[src/rtl/io_in_pkg.sv]
// Shared constants and decode helpers for the memory-mapped input port bank.
// Optional debounce logic is selected by the IO_IN_DEBOUNCE_EN macro.
package io_in_pkg;

  localparam logic [5:0] IO_SEL_BASE  = 6'b110000;
  localparam int         IO_MAX_PORTS = 16;
  localparam int         IO_MAX_WIDTH = 32;

  typedef enum logic [1:0] {
    SEL_NONE   = 2'd0,
    SEL_PORT   = 2'd1,
    SEL_STATUS = 2'd2
  } io_sel_kind_e;

  // The status word sits immediately after the last port register.
  function automatic logic [5:0] io_status_sel(input logic [5:0] base, input int nports);
    return base + 6'(nports);
  endfunction

endpackage

[src/rtl/io_in_debounce.sv]
// One input port: 2-flop synchroniser, optional debounce (IO_IN_DEBOUNCE_EN),
// and the held stable value. chg_pulse is high in the cycle before stable updates.
module io_in_debounce
  import io_in_pkg::*;
#(
  parameter int WIDTH = 32
`ifdef IO_IN_DEBOUNCE_EN
  , parameter int DEBOUNCE_CYCLES = 16
`endif
) (
  input  logic             io_clk,
  input  logic             resetn,
  input  logic [WIDTH-1:0] in_raw,
  output logic [WIDTH-1:0] stable_out,
  output logic             chg_pulse
);

  logic [WIDTH-1:0] sync1_q, sync1_d;
  logic [WIDTH-1:0] sync2_q, sync2_d;
  logic [WIDTH-1:0] stable_q, stable_d;

  always_comb begin
    sync1_d = in_raw;
    sync2_d = sync1_q;
  end

  always_ff @(posedge io_clk or negedge resetn) begin
    if (!resetn) begin
      sync1_q  <= '0;
      sync2_q  <= '0;
      stable_q <= '0;
    end else begin
      sync1_q  <= sync1_d;
      sync2_q  <= sync2_d;
      stable_q <= stable_d;
    end
  end

`ifdef IO_IN_DEBOUNCE_EN
  localparam int CNT_W = $clog2(DEBOUNCE_CYCLES);

  logic [WIDTH-1:0] samp_q, samp_d;
  logic [CNT_W-1:0] cnt_q, cnt_d;
  logic             accept;

  // The count only advances while sync2 holds a value different from stable.
  always_comb begin
    samp_d   = sync2_q;
    cnt_d    = cnt_q;
    stable_d = stable_q;
    accept   = 1'b0;
    if ((sync2_q != samp_q) || (sync2_q == stable_q)) begin
      cnt_d = '0;
    end else if (cnt_q == CNT_W'(DEBOUNCE_CYCLES - 1)) begin
      stable_d = sync2_q;
      accept   = 1'b1;
      cnt_d    = '0;
    end else begin
      cnt_d = cnt_q + 1'b1;
    end
  end

  always_ff @(posedge io_clk or negedge resetn) begin
    if (!resetn) begin
      samp_q <= '0;
      cnt_q  <= '0;
    end else begin
      samp_q <= samp_d;
      cnt_q  <= cnt_d;
    end
  end

  assign chg_pulse = accept;
`else
  assign stable_d  = sync2_q;
  assign chg_pulse = (sync2_q != stable_q);
`endif

  assign stable_out = stable_q;

endmodule

[src/rtl/io_input_bank.sv]
// Memory-mapped bank of NPORTS synchronised input ports with sticky clear-on-read
// change status and summary IRQ. Debounce is included when IO_IN_DEBOUNCE_EN is defined.
module io_input_bank
  import io_in_pkg::*;
#(
  parameter int         NPORTS          = 4,
  parameter int         WIDTH           = 32,
  parameter int         DEBOUNCE_CYCLES = 16,
  parameter logic [5:0] SEL_BASE        = IO_SEL_BASE
) (
  input  logic                    io_clk,
  input  logic                    resetn,
  input  logic [31:0]             addr,
  input  logic                    rd_en,
  input  logic [NPORTS*WIDTH-1:0] in_port,
  output logic [31:0]             io_read_data,
  output logic                    chg_irq
);

  localparam logic [5:0] STATUS_SEL = io_status_sel(SEL_BASE, NPORTS);

  logic [WIDTH-1:0]  stable_w [NPORTS];
  logic [NPORTS-1:0] chg_pulse;
  logic [NPORTS-1:0] chg_q, chg_d;
  logic [5:0]        sel;
  io_sel_kind_e      sel_kind;
  logic [31:0]       port_data;
  logic              unused_addr;

  assign sel         = addr[7:2];
  assign unused_addr = ^{addr[31:8], addr[1:0]};

  generate
    for (genvar gi = 0; gi < NPORTS; gi++) begin : g_port
      io_in_debounce #(
        .WIDTH(WIDTH)
`ifdef IO_IN_DEBOUNCE_EN
        , .DEBOUNCE_CYCLES(DEBOUNCE_CYCLES)
`endif
      ) u_deb (
        .io_clk    (io_clk),
        .resetn    (resetn),
        .in_raw    (in_port[gi*WIDTH +: WIDTH]),
        .stable_out(stable_w[gi]),
        .chg_pulse (chg_pulse[gi])
      );
    end
  endgenerate

  always_comb begin
    sel_kind  = SEL_NONE;
    port_data = 32'h0;
    for (int i = 0; i < NPORTS; i++) begin
      if (sel == SEL_BASE + 6'(i)) begin
        sel_kind  = SEL_PORT;
        port_data = 32'(stable_w[i]);
      end
    end
    if (sel == STATUS_SEL) begin
      sel_kind = SEL_STATUS;
    end
    case (sel_kind)
      SEL_PORT:   io_read_data = port_data;
      SEL_STATUS: io_read_data = 32'(chg_q);
      default:    io_read_data = 32'h0;
    endcase
  end

  // A status read clears what it returned; a same-edge event still sets its bit.
  always_comb begin
    if (rd_en && (sel_kind == SEL_STATUS)) begin
      chg_d = chg_pulse;
    end else begin
      chg_d = chg_q | chg_pulse;
    end
  end

  always_ff @(posedge io_clk or negedge resetn) begin
    if (!resetn) begin
      chg_q <= '0;
    end else begin
      chg_q <= chg_d;
    end
  end

  assign chg_irq = |chg_q;

endmodule

[config.mk]
export PLATFORM = sky130hd
export DESIGN_NAME = io_input_bank
export DESIGN_NICKNAME = d
export VERILOG_FILES = /design/src/rtl/io_in_pkg.sv /design/src/rtl/io_in_debounce.sv /design/src/rtl/io_input_bank.sv
export SDC_FILE = /design/constraint.sdc
export NUM_CORES = 1
export LEC_CHECK = 0
export ABC_AREA = 1
export ABC_CLOCK_PERIOD_IN_PS = 2200
export CAP_MARGIN = 5
export CORE_ASPECT_RATIO = 0.7
export CORE_UTILIZATION = 57
export DETAILED_ROUTE_END_ITERATION = 8
export MAX_ROUTING_LAYER = met4
export PLACE_DENSITY_LB_ADDON = 0.15
export SKIP_LAST_GASP = 1
export SYNTH_ARGS = -nofsm -noshare
export SYNTH_HDL_FRONTEND = slang
export SYNTH_SLANG_ARGS = --single-unit
[constraint.sdc]
create_clock -name io_clk -period 2.2 [get_ports io_clk]
set_clock_uncertainty 0.2 [all_clocks]
set_input_delay 0.44 -clock io_clk [delete_from_list [all_inputs] [get_ports io_clk]]
set_output_delay 0.44 -clock io_clk [all_outputs]
set_load 0.02 [all_outputs]
### Yosys cells after proc, flatten, opt, wreduce, memory -nomap -nowiden

Index checks and enable logic that the tools add are counted.
Widths: inputs -> output; s select.

| cells by class | value |
|---|---|
| eq/ne operators | 11 |
| mux-type cells | 11 |
| bitwise operators | 1 |
| reductions and logical operators | 2 |

Operators by type and width:

| kind | number |
|---|---|
| $mux 32 | 4 |
| $ne 32x32->1 | 4 |
| $pmux 32 s2 | 1 |
| $eq 6x6->1 const B | 5 |
| $mux 2 | 3 |
| $mux 4 | 1 |
| $or 4x4->4 | 1 |
| $reduce_or 4->1 | 1 |
| $eq 2x1->1 const B | 1 |
| $eq 2x2->1 const B | 1 |
| $mux 1 | 2 |
| $logic_and 1x1->1 | 1 |

| storage, ports and cells | value |
|---|---|
| register bits after elaboration | 388 |
| input port bits | 163 |
| output and inout port bits | 33 |
| logic and storage cells | 38 |

### Depth between registers and ports, before layout

Gate-level depths: netlist of the first run.

| logic depth | value |
|---|---|
| depth after elaboration | 9 |
| depth in mapped cells | 10 |

### Modules after synthesis

A second synthesis of the first run with hierarchy kept.

| unflattened totals | value |
|---|---|
| cells, all modules | 983 |
| area, all modules | 12713.4 sq um |

By module, submodules not included:

| module | times used | cells each | area each (sq um) | seq. area each (sq um) |
|---|---|---|---|---|
| io_in_debounce | 4 | 183 | 2859.0 | 2402.3 |
| io_input_bank | 1 | 251 | 1277.5 | 100.1 |

### Least setup slack after synthesis of the first run

Ideal clock, no wire load.

| path | value |
|---|---|
| path type | input to output |
| start | input port addr[6] |
| end | output port io_read_data[25] |
| arrival time | 1.478 ns |
| required time | 1.560 ns |
| setup slack | 0.082 ns |
| stages | 7 |
| cells stage by stage | nand2_1 nor2_1 nand2_2 buf_2 o21ai_1 nand2_1 a21oi_1 |

| between the ends | value |
|---|---|
| cells in the longest elaborated chain, start to end | 8 |
| elaborated cells between the ends (all ways) | 17 |

RTL lines:

| item | RTL line | source |
|---|---|---|
| from (decl) | io_input_bank.sv:13 | `input logic [31:0] addr,` |
| $eq 6x6->1 | io_input_bank.sv:54 | `if (sel == SEL_BASE + 6'(i)) begin` |
| $mux 1 (2 in a row) | io_input_bank.sv:54 |  |
| $mux 2 (2 in a row) | io_input_bank.sv:54 |  |
| $mux 2 | io_input_bank.sv:59 | `if (sel == STATUS_SEL) begin` |
| $eq 2x2->1 or $eq 2x1->1 (tied branches) | io_input_bank.sv:62 | `case (sel_kind)` |
| $pmux 32 s2 (*) | io_input_bank.sv:62 |  |
| to (decl) | io_input_bank.sv:16 | `output logic [31:0] io_read_data,` |

Every way passes the cells marked *; elsewhere a longest branch is shown, timed or not.

### Final worst setup path of the first run

| path | value |
|---|---|
| start | input port addr[4] |
| end | output port io_read_data[4] |

The elaborated chain is that of the path after synthesis.

==> results of run 1 <==
-- synthesized netlist by cell type --
library cell  instances  area, sq um
buf_4                 3         22.5
inv_1               161          604
dfrtp_1             388         9710
or2_2                 1         6.26
nand4_1               6         37.5
o21ai_1               7         35.0
or4_1                 1         7.51
o211ai_1             25          188
inv_2                 2         7.51
clkbuf_1              5         18.8
nor2_1               69          259
nand3_1               9         45.0
nor2_4                1         11.3
or2_1                 2         12.5
nor2_2                3         18.8
xnor2_1              64          561
nand2_2               1         6.26
o21ai_0              26          130
nor4_1                2         12.5
a21oi_1              27          135
buf_2                 9         45.0
nand2_1             329         1230
-- critical path: cells and delay by family --
| family | cells | cell delay (ns) |
|---|---|---|
| buffers and inverters | 4 | 0.54 |
| and+or+nand+nor | 3 | 0.42 |
| AOI/OAI and AO/OA | 2 | 0.33 |
-- repair_timing --
item,in CTS,in global routing
endpoints found under the hold margin,158,0
gates resized for setup,273,26
setup buffers,17,1
hold buffers,1,0
endpoints found under the setup margin,33,33
pin swaps,34,21
gates cloned,6,0
-- how the worst max path moves through the flow --
stage                        from               end  cells past startpoint
after floorplan           addr[6]  io_read_data[25]                      7
after global placement    addr[6]  io_read_data[19]                      9
after detailed placement  addr[5]  io_read_data[18]                      8
after CTS                 addr[3]  io_read_data[18]                     10
after global routing      addr[3]  io_read_data[30]                     10
final                     addr[4]   io_read_data[4]                      9
-- registers in the layout, summed over array words and instances, names as in the netlist --
name	cells
g_port.u_deb.sync1_q	128
chg_q	4
g_port.u_deb.stable_d	128
g_port.u_deb.stable_out	128
-- per-stage QoR --
step | std cells | setup TNS [ns] | area, sq um | hold slack (ns)
after detailed placement | 1637 | -31.36 | 15500 | 0.135
after floorplan | 1141 | 0 | 13100 | -0.0556
final | 1723 | -4.22 | 17300 | 0.144
after global placement | 1637 | -29.61 | 15500 | 0.133
after CTS | 1723 | -3.02 | 17200 | 0.139
after global routing | 1723 | -6.22 | 17300 | 0.144
-- logic make-up after synthesis --
logic type / Yosys count / synth area share
simple gates: 424 / 0.126
flops: 388 / 0.741
buf+inv: 180 / 0.0533
compound gates: 85 / 0.0372
xor+xnor: 64 / 0.0428
-- power groups by stage --
stage | combinational [mW] | sequential (mW) | clock, mW
after detailed placement | 0.934 | 7.86 | 0
after floorplan | 0.360 | 7.77 | 0
after global placement | 0.917 | 7.84 | 0
after CTS | 0.996 | 7.73 | 6.49
final | 1.01 | 7.73 | 6.40
after global routing | 1.11 | 7.77 | 6.78
-- cell type report --
class,instances,area [sq um]
Sequential cell,388,9710
Fill cell,1390,5350
Multi-Input combinational cell,573,2950
Timing Repair Buffer,224,2370
Clock buffer,45,983
Inverter,163,622
Tap cell,312,390
Clock inverter,18,238
-- per-layer routing --
layer | share of wire | vias up
met3 | 0.070 | 77
met1 | 0.42 | 4265
li1 | - | 3940
met2 | 0.47 | 362
met5 | 0 | -
met4 | 0.041 | 0
==> flow_metrics.tcl, run 1 <==
set metrics [dict create \
    synth-seq-cells 388 \
    start_util 0.579 \
    critPathSlowestCell "a21oi_2" \
    rsz0062_at_grt "yes" \
    outcome "finished, violations left" \
    clock_path_buffers 3 \
    drtPass1Iterations 5 \
    clk_latency_ns 0.52 \
    power_frac_clock 0.423 \
    cap_violations 0 \
    r2r_setup_slack_ns 0.59 \
    crit_chain "buf_6 -> nor2_4 -> nand2_4 -> nor2_4 -> buf_12 -> buf_16 -> o211ai_1 -> a21oi_2 -> buf_4" \
    synth_cells 1141 \
    timing.final.max_slew_violations 0 \
    min_from "g_port[3].u_deb.sync1_q[28]" \
    post_drt_wl_per_cell_microns 18.0 \
    grt_max_degree 63 \
    violations "negative setup slack" \
    port_buffers 169 \
    grt_first_pass_wirelength_mm 48.6 \
    setup_viol 32 \
    dp_hpwl_mm 20.3 \
    preCtsSetupSlack_ns -1.03 \
    hold_violations 0 \
    htreeDepth 2 \
    clk_transition_reported_paths_ns 0.07 \
    ys_warn_count 0 \
    area_growth_pct 31.7 \
    syn_area_per_cell_sq_um 11.5 \
    grtUsageMet1 0.384 \
    hold_class "flop to flop" \
    hold_depth 0 \
    cts_tree "done" \
    final_core_util 0.763 \
    slew_headroom 0.755 \
    pwr_density_cell_nw_per_um2 877 \
    nets 1548 \
    synthDistinctLibCells 22 \
    place.gp.congestion 0.954 \
    reg2regPathDepth 6 \
    final_common_cell "dfrtp_1" \
    crit_type "primary input to output pin" \
    core.rowCount 46 \
    vias_per_cell 5.02 \
    core_area_sq_um 22600 \
    r2r-end "chg_q[3]" \
    use_met3 0.0501 \
    die_w_microns 183 \
    p_leak_nw 8.37 \
    vias 8644 \
    net-switching-power_mw 3.38 \
    power_frac_seq 0.511 \
    critical_path.max_fanout 8 \
    ys_seq_area_frac 0.741 \
    reg2reg_from "g_port[3].u_deb.stable_out[17]" \
    worst_slack_ns -0.195 \
    use_met2 0.450 \
    p_sw_frac 0.223 \
    ant_nets 0 \
    syn_nets 1304 \
    io_pins 196 \
    period_needed_ns 2.39 \
    path_common_cell "nor2_4" \
    worstMarginPinSlew_ns 0.367 \
    fin_crit_sh 1.09 \
    die-area_sq_um 23600 \
    layout_common_cells "dfrtp_1 (388), nand2_1 (307), inv_1 (156)" \
    comb_power_share 0.067 \
    overflow 0 \
    p_int_mw 11.8 \
    critPathRequiredTime_ns 1.56 \
    cts_made_buffers 35 \
    die_h_microns 129 \
    worstSetupEndpointType "output pin" \
    drc 0 \
    grt_use_total 0.289 \
    cp.arrival_ns 1.75 \
    cpPeakStageDelay_ns 0.21 \
    wl_mm 31.0 \
    clockRootBuffer "clkbuf_16" \
    peakVddDrop_v 0.000728 \
    clock_sinks 388 \
    antenna_cells 0 \
    synth_area_sq_um 13100 \
    fin_total_pwr_mw 15.1 \
    drtIter0Drc 648 \
    fmax_ghz 0.418 \
    drive_gt1_frac 0.151 \
    antenna_found_initial 0 \
    first_global_vias 8775 \
    start_kind "primary input" \
    hold-path-endpoint "g_port[3].u_deb.stable_d[28]" \
    busiest_layer "met2" \
]
Power figures use the tool's default switching activity.
==> run 2: changes to the inputs <==
--- a/config.mk
+++ b/config.mk
@@ -6,9 +6,9 @@
 export NUM_CORES = 1
 export LEC_CHECK = 0
 export ABC_AREA = 1
-export ABC_CLOCK_PERIOD_IN_PS = 2200
 export CAP_MARGIN = 5
 export CORE_ASPECT_RATIO = 0.7
+export CORE_MARGIN = 1
 export CORE_UTILIZATION = 57
 export DETAILED_ROUTE_END_ITERATION = 8
 export MAX_ROUTING_LAYER = met4
==> results of run 2 <==
The final DEF is identical to that of run 1; final timing and power are the same.
==> run 3: changes to the inputs <==
--- a/config.mk
+++ b/config.mk
@@ -8,7 +8,7 @@
 export ABC_AREA = 1
 export CAP_MARGIN = 5
 export CORE_ASPECT_RATIO = 0.7
-export CORE_MARGIN = 1
+export CORE_MARGIN = 3
 export CORE_UTILIZATION = 57
 export DETAILED_ROUTE_END_ITERATION = 8
 export MAX_ROUTING_LAYER = met4
==> run 3 against run 2 <==
  * The flow still finishes with violations (negative setup slack)
  * Sequential share of layout area grew 0.88 points
  * Core utilization is 0.49 points higher
  * Worst setup slack better by 0.013 ns
  * Non-clock buffer count down 6
  * Flip-flop and latch count unchanged
  * Die area up 5.4%
  * Clock power fell by 7.0%
  * Largest power group unchanged
  * Highest routed layer unchanged
==> flow_metrics.tcl, run 3 (synthesis gave the netlist of run 1 again) <==
set metrics [dict create \
    overflow 0 \
    ant_nets 0 \
    drive_gt1_frac 0.137 \
    final_core_util 0.768 \
    clk_transition_reported_paths_ns 0.07 \
    cap_violations 0 \
    vias 8391 \
    timing.final.max_slew_violations 0 \
    wl_mm 29.6 \
    io_pins 196 \
    die_w_microns 187 \
    slew_headroom 0.680 \
    place.gp.congestion 0.874 \
    core.rowCount 45 \
    use_met3 0.0471 \
    crit_chain "buf_8 -> nor2_4 -> nand2_1 -> nor2_4 -> buf_12 -> o21ai_0 -> a21oi_2 -> buf_4" \
    clockRootBuffer "clkbuf_16" \
    peakVddDrop_v 0.000743 \
    start_util 0.592 \
    setup_viol 33 \
    instances_no_fill 1706 \
    use_met2 0.406 \
    critPathRequiredTime_ns 1.56 \
    core_area_sq_um 22100 \
    first_global_vias 8791 \
    violations "negative setup slack" \
    multi_input_area_sq_um 2910 \
    post_drt_wl_per_cell_microns 17.3 \
    path_common_cell "nor2_4" \
    dp_hpwl_mm 19.8 \
    fin_setup_tns_ns -4.09 \
    hold_violations 0 \
    cp.arrival_ns 1.74 \
    grt_use_total 0.253 \
    grtUsageMet1 0.342 \
    layout_common_cells "dfrtp_1 (388), nand2_1 (308), inv_1 (158)" \
    period_needed_ns 2.38 \
    clock_sinks 388 \
    path_buf_inv 3 \
    start_kind "primary input" \
    outcome "finished, violations left" \
    area_growth_pct 29.7 \
    drc 0 \
    grt_first_pass_wirelength_mm 47.1 \
    preCtsSetupSlack_ns -1.10 \
    vias_per_cell 4.92 \
    die-area_sq_um 24900 \
    grt_max_degree 57 \
    crit_type "primary input to output pin" \
    cpLargestDelayFamily "simple AND/OR/NAND/NOR gates" \
    regArea_sq_um 9710 \
    worst_slack_ns -0.182 \
    cpPeakStageDelay_ns 0.23 \
    hold_class "flop to flop" \
    critPathSlowestCell "a21oi_2" \
    worstSetupEndpointType "output pin" \
    pwr_density_cell_nw_per_um2 862 \
    nFillCells 1356 \
    antenna_found_initial 1 \
    clk_latency_ns 0.51 \
    cts_made_buffers 35 \
    fin_crit_sh 1.08 \
    cts_tree "done" \
    p_leak_nw 8.26 \
    die_h_microns 133 \
    busiest_layer "met2" \
    placed_cell_area_sq_um 15500 \
    htreeDepth 2 \
    port_buffers 169 \
    nets 1542 \
    dpl.cell_count 1636 \
    rsz0062_at_grt "yes" \
    final_common_cell "dfrtp_1" \
    critical_path.max_fanout 16 \
    drtPass1Iterations 5 \
    worstMarginPinSlew_ns 0.480 \
    drtIter0Drc 567 \
    clock_path_buffers 3 \
    fmax_ghz 0.420 \
    design_area_sq_um 17000 \
]
run 3: final cells by class:
type | count | share of cell area
clock buffers | 45 | 0.0574
repair buffers | 218 | 0.133
multi-input cells | 573 | 0.171
diodes | 1 | 0.000147
clock inverters | 13 | 0.00854
well taps | 305 | 0.0224
flip-flops and latches | 388 | 0.571
inverters | 163 | 0.0363
run 3: worst paths after layout:
| check | start | end | slack [ns] | cells after the start |
|---|---|---|---|---|
| worst max-delay path | addr[4] | io_read_data[17] | -0.18 | 8 |
| max in group asynchronous | resetn | g_port[1].u_deb.stable_d[18] | 0.87 | 3 |
| worst max register to register | g_port[2].u_deb.stable_out[0] | chg_q[2] | 0.68 | 6 |
| worst min-delay path | g_port[1].u_deb.sync1_q[12] | g_port[1].u_deb.stable_d[12] | 0.14 | 0 |
| worst min register to register | g_port[1].u_deb.sync1_q[12] | g_port[1].u_deb.stable_d[12] | 0.14 | 0 |
| min in group asynchronous | resetn | g_port[1].u_deb.stable_d[8] | 0.27 | 2 |
run 3: timing repair:
item                                   CTS  global route
endpoints found under the hold margin   42             0
buffers inserted                         4             2
setup endpoints to repair               33            33
resized for setup                      253            28
pin swaps                               29            30
hold buffers                             1             0
gates cloned                             4             0
run 3: routing by layer:
layer | up-vias | share of wire
li1 | 3924 | -
met1 | 4088 | 0.42
met2 | 332 | 0.48
met3 | 47 | 0.079
met4 | 0 | 0.019
met5 | - | 0
run 3: metrics by stage:
step,total power [mW],hold WS (ns)
2_1_floorplan,8.13,-0.0556
3_3_place_gp,8.74,0.131
3_5_place_dp,8.78,0.135
4_1_cts,14.8,0.144
5_1_grt,15.2,0.142
6_report,14.7,0.140
run 3: power by group:
group / leakage [nW] / switching, mW / internal (mW)
Combinational: 3.20 / 0.494 / 0.485
Sequential: 4.51 / 0.230 / 7.49
Clock: 0.551 / 2.47 / 3.48
